--- src/rtl/apb_pkg.sv ---
// Shared APB bridge types: FSM state encoding, default bus widths and the command bundle.
package apb_pkg;

  localparam int APB_ADDR_W = 12;
  localparam int APB_DATA_W = 32;

  typedef enum logic [1:0] {
    IDLE   = 2'd0,
    SETUP  = 2'd1,
    ACCESS = 2'd2
  } apb_state_e;

  typedef struct packed {
    logic                  write;
    logic [APB_ADDR_W-1:0] addr;
    logic [APB_DATA_W-1:0] wdata;
  } apb_req_t;

endpackage

--- src/rtl/apb_timeout_ctr.sv ---
// Counts ACCESS wait cycles; expired is combinational on the last permitted wait cycle.
// No backpressure; TIMEOUT_CYCLES=0 ties expired low.
module apb_timeout_ctr #(
  parameter int TIMEOUT_CYCLES = 16
) (
  input  logic clk,
  input  logic rst,
  input  logic clear,
  input  logic enable,
  output logic expired
);

  localparam int CNT_W = (TIMEOUT_CYCLES > 0) ? $clog2(TIMEOUT_CYCLES + 1) : 1;

  generate
    if (TIMEOUT_CYCLES == 0) begin : g_off
      logic unused_inputs;
      assign unused_inputs = ^{clk, rst, clear, enable};
      assign expired = 1'b0;
    end else begin : g_on
      localparam logic [CNT_W-1:0] LAST = CNT_W'(TIMEOUT_CYCLES - 1);
      logic [CNT_W-1:0] cnt_q, cnt_d;

      // Saturates at LAST: the abort fires there, so the count never needs to wrap.
      always_comb begin
        cnt_d = cnt_q;
        if (clear) begin
          cnt_d = '0;
        end else if (enable && (cnt_q != LAST)) begin
          cnt_d = cnt_q + 1'b1;
        end
      end

      always_ff @(posedge clk or negedge rst) begin
        if (!rst) begin
          cnt_q <= '0;
        end else begin
          cnt_q <= cnt_d;
        end
      end

      assign expired = enable && (cnt_q == LAST);
    end
  endgenerate

endmodule

--- src/rtl/apb_master_bridge.sv ---
// Valid/ready command to APB SETUP/ACCESS initiator; response 3 cycles after accept plus wait states.
// req_ready low while a transfer is in flight; responses are unbackpressured 1-cycle pulses.
module apb_master_bridge
  import apb_pkg::*;
#(
  parameter int ADDR_W         = APB_ADDR_W,
  parameter int DATA_W         = APB_DATA_W,
  parameter int TIMEOUT_CYCLES = 16
) (
  input  logic              clk,
  input  logic              rst,
  input  logic              req_valid,
  output logic              req_ready,
  input  logic              req_write,
  input  logic [ADDR_W-1:0] req_addr,
  input  logic [DATA_W-1:0] req_wdata,
  output logic              rsp_valid,
  output logic [DATA_W-1:0] rsp_rdata,
  output logic              rsp_err,
  output logic [ADDR_W-1:0] paddr,
  output logic              pwrite,
  output logic [DATA_W-1:0] pwdata,
  output logic              psel,
  output logic              penable,
  input  logic              pready,
  input  logic [DATA_W-1:0] prdata,
  input  logic              pslverr
);

  apb_state_e        state_q;
  logic              req_ready_q, psel_q, penable_q, pwrite_q;
  logic              rsp_valid_q, rsp_err_q;
  logic [ADDR_W-1:0] paddr_q;
  logic [DATA_W-1:0] pwdata_q, rsp_rdata_q;
  logic              accept, wait_cycle, to_expired;

  assign accept     = req_valid && req_ready_q;
  assign wait_cycle = (state_q == ACCESS) && !pready;

  apb_timeout_ctr #(
    .TIMEOUT_CYCLES(TIMEOUT_CYCLES)
  ) u_timeout (
    .clk    (clk),
    .rst    (rst),
    .clear  (accept),
    .enable (wait_cycle),
    .expired(to_expired)
  );

  always_ff @(posedge clk or negedge rst) begin
    if (!rst) begin
      state_q     <= IDLE;
      req_ready_q <= 1'b1;
      psel_q      <= 1'b0;
      penable_q   <= 1'b0;
      pwrite_q    <= 1'b0;
      paddr_q     <= '0;
      pwdata_q    <= '0;
      rsp_valid_q <= 1'b0;
      rsp_err_q   <= 1'b0;
      rsp_rdata_q <= '0;
    end else begin
      rsp_valid_q <= 1'b0;
      case (state_q)
        IDLE: begin
          if (accept) begin
            paddr_q     <= req_addr;
            pwrite_q    <= req_write;
            pwdata_q    <= req_wdata;
            psel_q      <= 1'b1;
            req_ready_q <= 1'b0;
            state_q     <= SETUP;
          end
        end
        SETUP: begin
          penable_q <= 1'b1;
          state_q   <= ACCESS;
        end
        ACCESS: begin
          // Completion and timeout abort share one exit; an abort is reported as an error.
          if (pready || to_expired) begin
            psel_q      <= 1'b0;
            penable_q   <= 1'b0;
            req_ready_q <= 1'b1;
            rsp_valid_q <= 1'b1;
            rsp_err_q   <= !pready || pslverr;
            rsp_rdata_q <= (pready && !pwrite_q && !pslverr) ? prdata : '0;
            state_q     <= IDLE;
          end
        end
        default: state_q <= IDLE;
      endcase
    end
  end

  assign req_ready = req_ready_q;
  assign psel      = psel_q;
  assign penable   = penable_q;
  assign paddr     = paddr_q;
  assign pwrite    = pwrite_q;
  assign pwdata    = pwdata_q;
  assign rsp_valid = rsp_valid_q;
  assign rsp_err   = rsp_err_q;
  assign rsp_rdata = rsp_rdata_q;

endmodule

--- config.mk ---
export PLATFORM = sky130hd
export DESIGN_NAME = apb_master_bridge
export DESIGN_NICKNAME = d
export VERILOG_FILES = /design/src/rtl/apb_pkg.sv /design/src/rtl/apb_timeout_ctr.sv /design/src/rtl/apb_master_bridge.sv
export SDC_FILE = /design/constraint.sdc
export NUM_CORES = 1
export LEC_CHECK = 0
export CORE_ASPECT_RATIO = 0.9
export CORE_MARGIN = 2
export CORE_UTILIZATION = 39
export CTS_BUF_LIST = sky130_fd_sc_hd__clkbuf_4
export DETAILED_ROUTE_END_ITERATION = 16
export PLACE_DENSITY = 0.88
export SYNTH_ARGS = -nofsm -noshare
export SYNTH_HDL_FRONTEND = slang
export SYNTH_HIERARCHICAL = 1
export SYNTH_SLANG_ARGS = --single-unit
export TNS_END_PERCENT = 10
--- constraint.sdc ---
create_clock -name clk -period 2.06 [get_ports clk]
set_input_delay 0.618 -clock clk [delete_from_list [all_inputs] [get_ports clk]]
set_output_delay 0.618 -clock clk [all_outputs]
set_load 0.02 [all_outputs]
==> results.txt <==
At the pin with the least slew margin, the transition time is 0.413 ns. On the critical path, the stage with the largest delay is an instance of sky130_fd_sc_hd__dfrtp_1. The number of global-route vias before repair is 2590.

Sequential elements use 66.0% of the synthesized area. The first routing iteration left 45 violations. For the worst setup path, the data required time is 2.36 ns. Based on the critical path, the design can be clocked at up to 510 MHz. The signal on the critical path passes through ha_1, and3_1, ha_2, and2_1, nor2_1, or2_1, buf_4, a22o_1.

The maximum clock insertion buffer count is 2, and the average size of a mapped cell is 15.7 µm². Power density normalized to cell area: 1450 mW/mm². The arrival time of data at the critical path endpoint came out at 2.27 ns. The flow ran to the end, and the final reports show no timing, DRC or antenna violations.

The mapped cell area is 0.00338 mm². The final critical path time including I/O delays and setup was 1.96 ns; the detailed-route DRC error count was 0. Counting every sink on the clock net gives 89. The width of the die was 102 µm. The worst slack at placement was -0.147 ns; the number of input and output port buffers inserted was 163. The maximum fanout along the worst path is 23. The number of violations of the max-capacitance limit was 0; the number of rows created at floorplan was 32. For the worst-case clock skew, the log shows 0.0183 ns.

The run gives 64.1% as the share of the core filled with cells. The number of clock buffers inserted by TritonCTS was 9. The worst setup path is captured at a flop. The tightest min-delay check is of the reg2reg type. Synthesis inferred 89 register bits. The final layout contains routed wiring with a total length of 8270 µm. The critical path launch point type was a flop. The tools report the root buffer cell as sky130_fd_sc_hd__clkbuf_4. The final max-slew violation count was 0; the number of H-tree levels was 3. The final weighted congestion of routability-driven global placement was 0.762; the net count of the mapped netlist was 299.

The total setup violations reported at the end of the flow was 0; the worst-case vdd ir drop was 0.759 mV. The first global-routing pass estimated 12900 µm of wire. For this run, the detailed router's first-pass iteration total came to 6.

The number of warnings printed during yosys synthesis came out at 6. Measured along the y axis, the die boundary spans 92.3 µm. The classification of the worst setup path is reg2reg.

The largest net degree at the start of global routing is 46, and the global routing usage summed across all routing layers is 17.9%. The net count of the finished layout is 478. The final hold violation count came out at 0. After detailed routing, the average wire length per cell comes to 16.0 µm. TritonCTS built the clock tree. The routed via count divided by cell count was 4.76.

The core region is 0.00849 mm². The initial antenna violation count was 0; the part of the cycle the worst path needs was 95.3%. The worst-case setup margin in the final layout was 0.0977 ns. The fraction of final layout cells sized beyond drive strength 1 was 18.8%; the source-to-sink clock delay at the later pin of the worst-skew pair was 0.42 ns. Pin placement for this block handled 164 I/O pins.

In this run the tightest slew margin relative to its limit is 72.5%. The largest incremental delay on the critical path was 0.41 ns; the estimated wirelength of the detail-placed design was 6140 µm. The count of nets left with antenna violations once routing finished came out at 0. For the final total power, the log shows 7.87 mW.

Detailed routing inserted a total of 2465 vias. Summed over all layers, the global routing overflow is 0. The initial core utilization is 39.8%. The run gives 215 as the number of instances in the synthesized netlist. Setup repair after global routing left no endpoint under its margin. The count of cell types in the netlist is 33, and the die footprint is 0.00942 mm². The repair_antennas step left the layout with diodes totalling 0. The area growth from synthesis to final layout was 61.2%. Clock-pin slew was measured on the worst setup and hold paths at 0.13 ns. The standby leakage power is 3.02 nW. Number of filler instances in the final layout: 639.
-- flip-flops by register name, indices dropped and copies added (netlist names) --
signal                flops
state_q                   2
penable                   1
req_ready                 1
paddr                    12
rsp_valid                 1
pwrite                    1
rsp_err                   1
pwdata                   32
u_timeout/g_on.cnt_q      5
rsp_rdata                32
psel                      1
-- synthesized netlist by cell type --
cell                        number  share of area [%]
sky130_fd_sc_hd__nor2b_4         1               0.41
sky130_fd_sc_hd__xor2_1          1               0.26
sky130_fd_sc_hd__and2_1          1               0.19
sky130_fd_sc_hd__and3_1          1               0.19
sky130_fd_sc_hd__o21ai_0         1               0.15
sky130_fd_sc_hd__buf_4           1               0.22
sky130_fd_sc_hd__nand4bb_1       1               0.33
sky130_fd_sc_hd__inv_1           4               0.44
sky130_fd_sc_hd__a22o_1         32                8.3
sky130_fd_sc_hd__a21oi_1         1               0.15
sky130_fd_sc_hd__nand2_1         2               0.22
sky130_fd_sc_hd__ha_1            2               0.74
sky130_fd_sc_hd__mux2i_1         1               0.30
sky130_fd_sc_hd__buf_2           5               0.74
sky130_fd_sc_hd__xnor2_1         1               0.26
sky130_fd_sc_hd__o21a_1          1               0.22
sky130_fd_sc_hd__nor2_1          8               0.89
sky130_fd_sc_hd__dfstp_2         1               0.78
sky130_fd_sc_hd__o31ai_1         1               0.22
sky130_fd_sc_hd__nand2b_1        1               0.19
sky130_fd_sc_hd__nor3_2          1               0.30
sky130_fd_sc_hd__a21o_1          1               0.22
sky130_fd_sc_hd__or2_1           1               0.19
sky130_fd_sc_hd__nand3b_1        1               0.22
sky130_fd_sc_hd__buf_6           6                2.0
sky130_fd_sc_hd__a211oi_1        1               0.22
sky130_fd_sc_hd__mux2_2         35                 12
sky130_fd_sc_hd__nor2b_1         1               0.19
sky130_fd_sc_hd__mux2_4          1               0.44
sky130_fd_sc_hd__nand2b_4        1               0.41
sky130_fd_sc_hd__nand4_2         1               0.37
sky130_fd_sc_hd__mux2_1         10                3.3
sky130_fd_sc_hd__dfrtp_1        88                 65
-- metal layers --
metal / global-route usage, % / vias to the layer above / share of wire [%]
met2: 28.2 / 121 / 48
met3: 7.09 / 19 / 10
met1: 21.9 / 1190 / 40
li1: - / 1135 / -
met5: 0 / - / 0
met4: 7.22 / 0 / 2.4
-- repair_timing --
action,in CTS,in global routing
gates resized for setup,29,54
endpoints found under the setup margin,29,77
endpoints found under the hold margin,4,0
hold buffers,1,0
pin swaps,0,0
setup buffers,0,3
-- power by group --
group,switching (mW),total [mW],leakage (nW),internal [mW]
registers,0.454,3.06,1.11,2.60
clock network,0.580,0.826,0.0597,0.246
logic,1.95,3.99,1.85,2.04
total,2.98,7.87,3.02,4.89
-- path summary, 6_finish.rpt --
kind	startpoint	endpoint	slack [ns]	depth (start not counted)
worst max-delay path	u_timeout/g_on.cnt_q[0]	rsp_rdata[9]	0.1	8
worst min-delay path	req_ready	req_ready	0.49	2
worst max register to register	u_timeout/g_on.cnt_q[0]	rsp_rdata[9]	0.1	8
worst min register to register	req_ready	req_ready	0.49	2
max in group asynchronous	rst	pwdata[13]	0.80	3
min in group asynchronous	rst	pwdata[9]	0.59	2
-- through the flow --
| step | instances | TNS (ns) | area (µm²) | hold slack (ns) |
|---|---|---|---|---|
| after floorplan | 215 | 0 | 3380 | 0.322 |
| after global placement | 498 | -5.95 | 5200 | 0.460 |
| after detailed placement | 498 | -6.50 | 5200 | 0.471 |
| after CTS | 515 | 0 | 5290 | 0.490 |
| after global routing | 518 | 0 | 5440 | 0.510 |
| final | 518 | 0 | 5440 | 0.486 |
-- critical path: cells and delay by family, from the launching register on --
kind                       cells  cell delay, ns
DFF                            1            0.41
AOI/OAI and AO/OA              1            0.26
buffers and inverters          1            0.21
and+or+nand+nor                4            0.59
adders and majority gates      2            0.40
-- layout by cell type, fill, tap and decap left out, types with 2 or more instances in the layout --
cell / instances
sky130_fd_sc_hd__a22o_1: 32
sky130_fd_sc_hd__clkdlybuf4s50_1: 80
sky130_fd_sc_hd__clkbuf_4: 9
sky130_fd_sc_hd__dlymetal6s2s_1: 53
sky130_fd_sc_hd__dfrtp_1: 88
sky130_fd_sc_hd__dlygate4sd2_1: 29
sky130_fd_sc_hd__clkinv_2: 2
sky130_fd_sc_hd__clkinvlp_4: 2
sky130_fd_sc_hd__mux2_2: 35
sky130_fd_sc_hd__buf_4: 14
sky130_fd_sc_hd__mux2_1: 10
sky130_fd_sc_hd__nand2_1: 2
sky130_fd_sc_hd__buf_12: 3
sky130_fd_sc_hd__nor2_1: 7
sky130_fd_sc_hd__inv_1: 4
-- layout make-up --
class | count | area (µm²) | area share (%)
Sequential cell | 89 | 2230 | 40.9
Timing Repair Buffer | 180 | 1890 | 34.8
Multi-Input combinational cell | 110 | 1040 | 19.2
Tap cell | 119 | 149 | 2.74
Clock buffer | 9 | 67.6 | 1.24
Clock inverter | 7 | 46.3 | 0.851
Inverter | 4 | 15.0 | 0.276
-- kinds of logic after synthesis --
family	count (synthesis)	synth area share, %
DFF	89	66.0
muxes	47	15.8
AOI/OAI and AO/OA	38	9.49
and+or+nand+nor	21	4.08
buffers and inverters	16	3.41
xor gates and xnor gates	2	0.519
adders and majority gates	2	0.741
(Power assumes the default switching activity.)
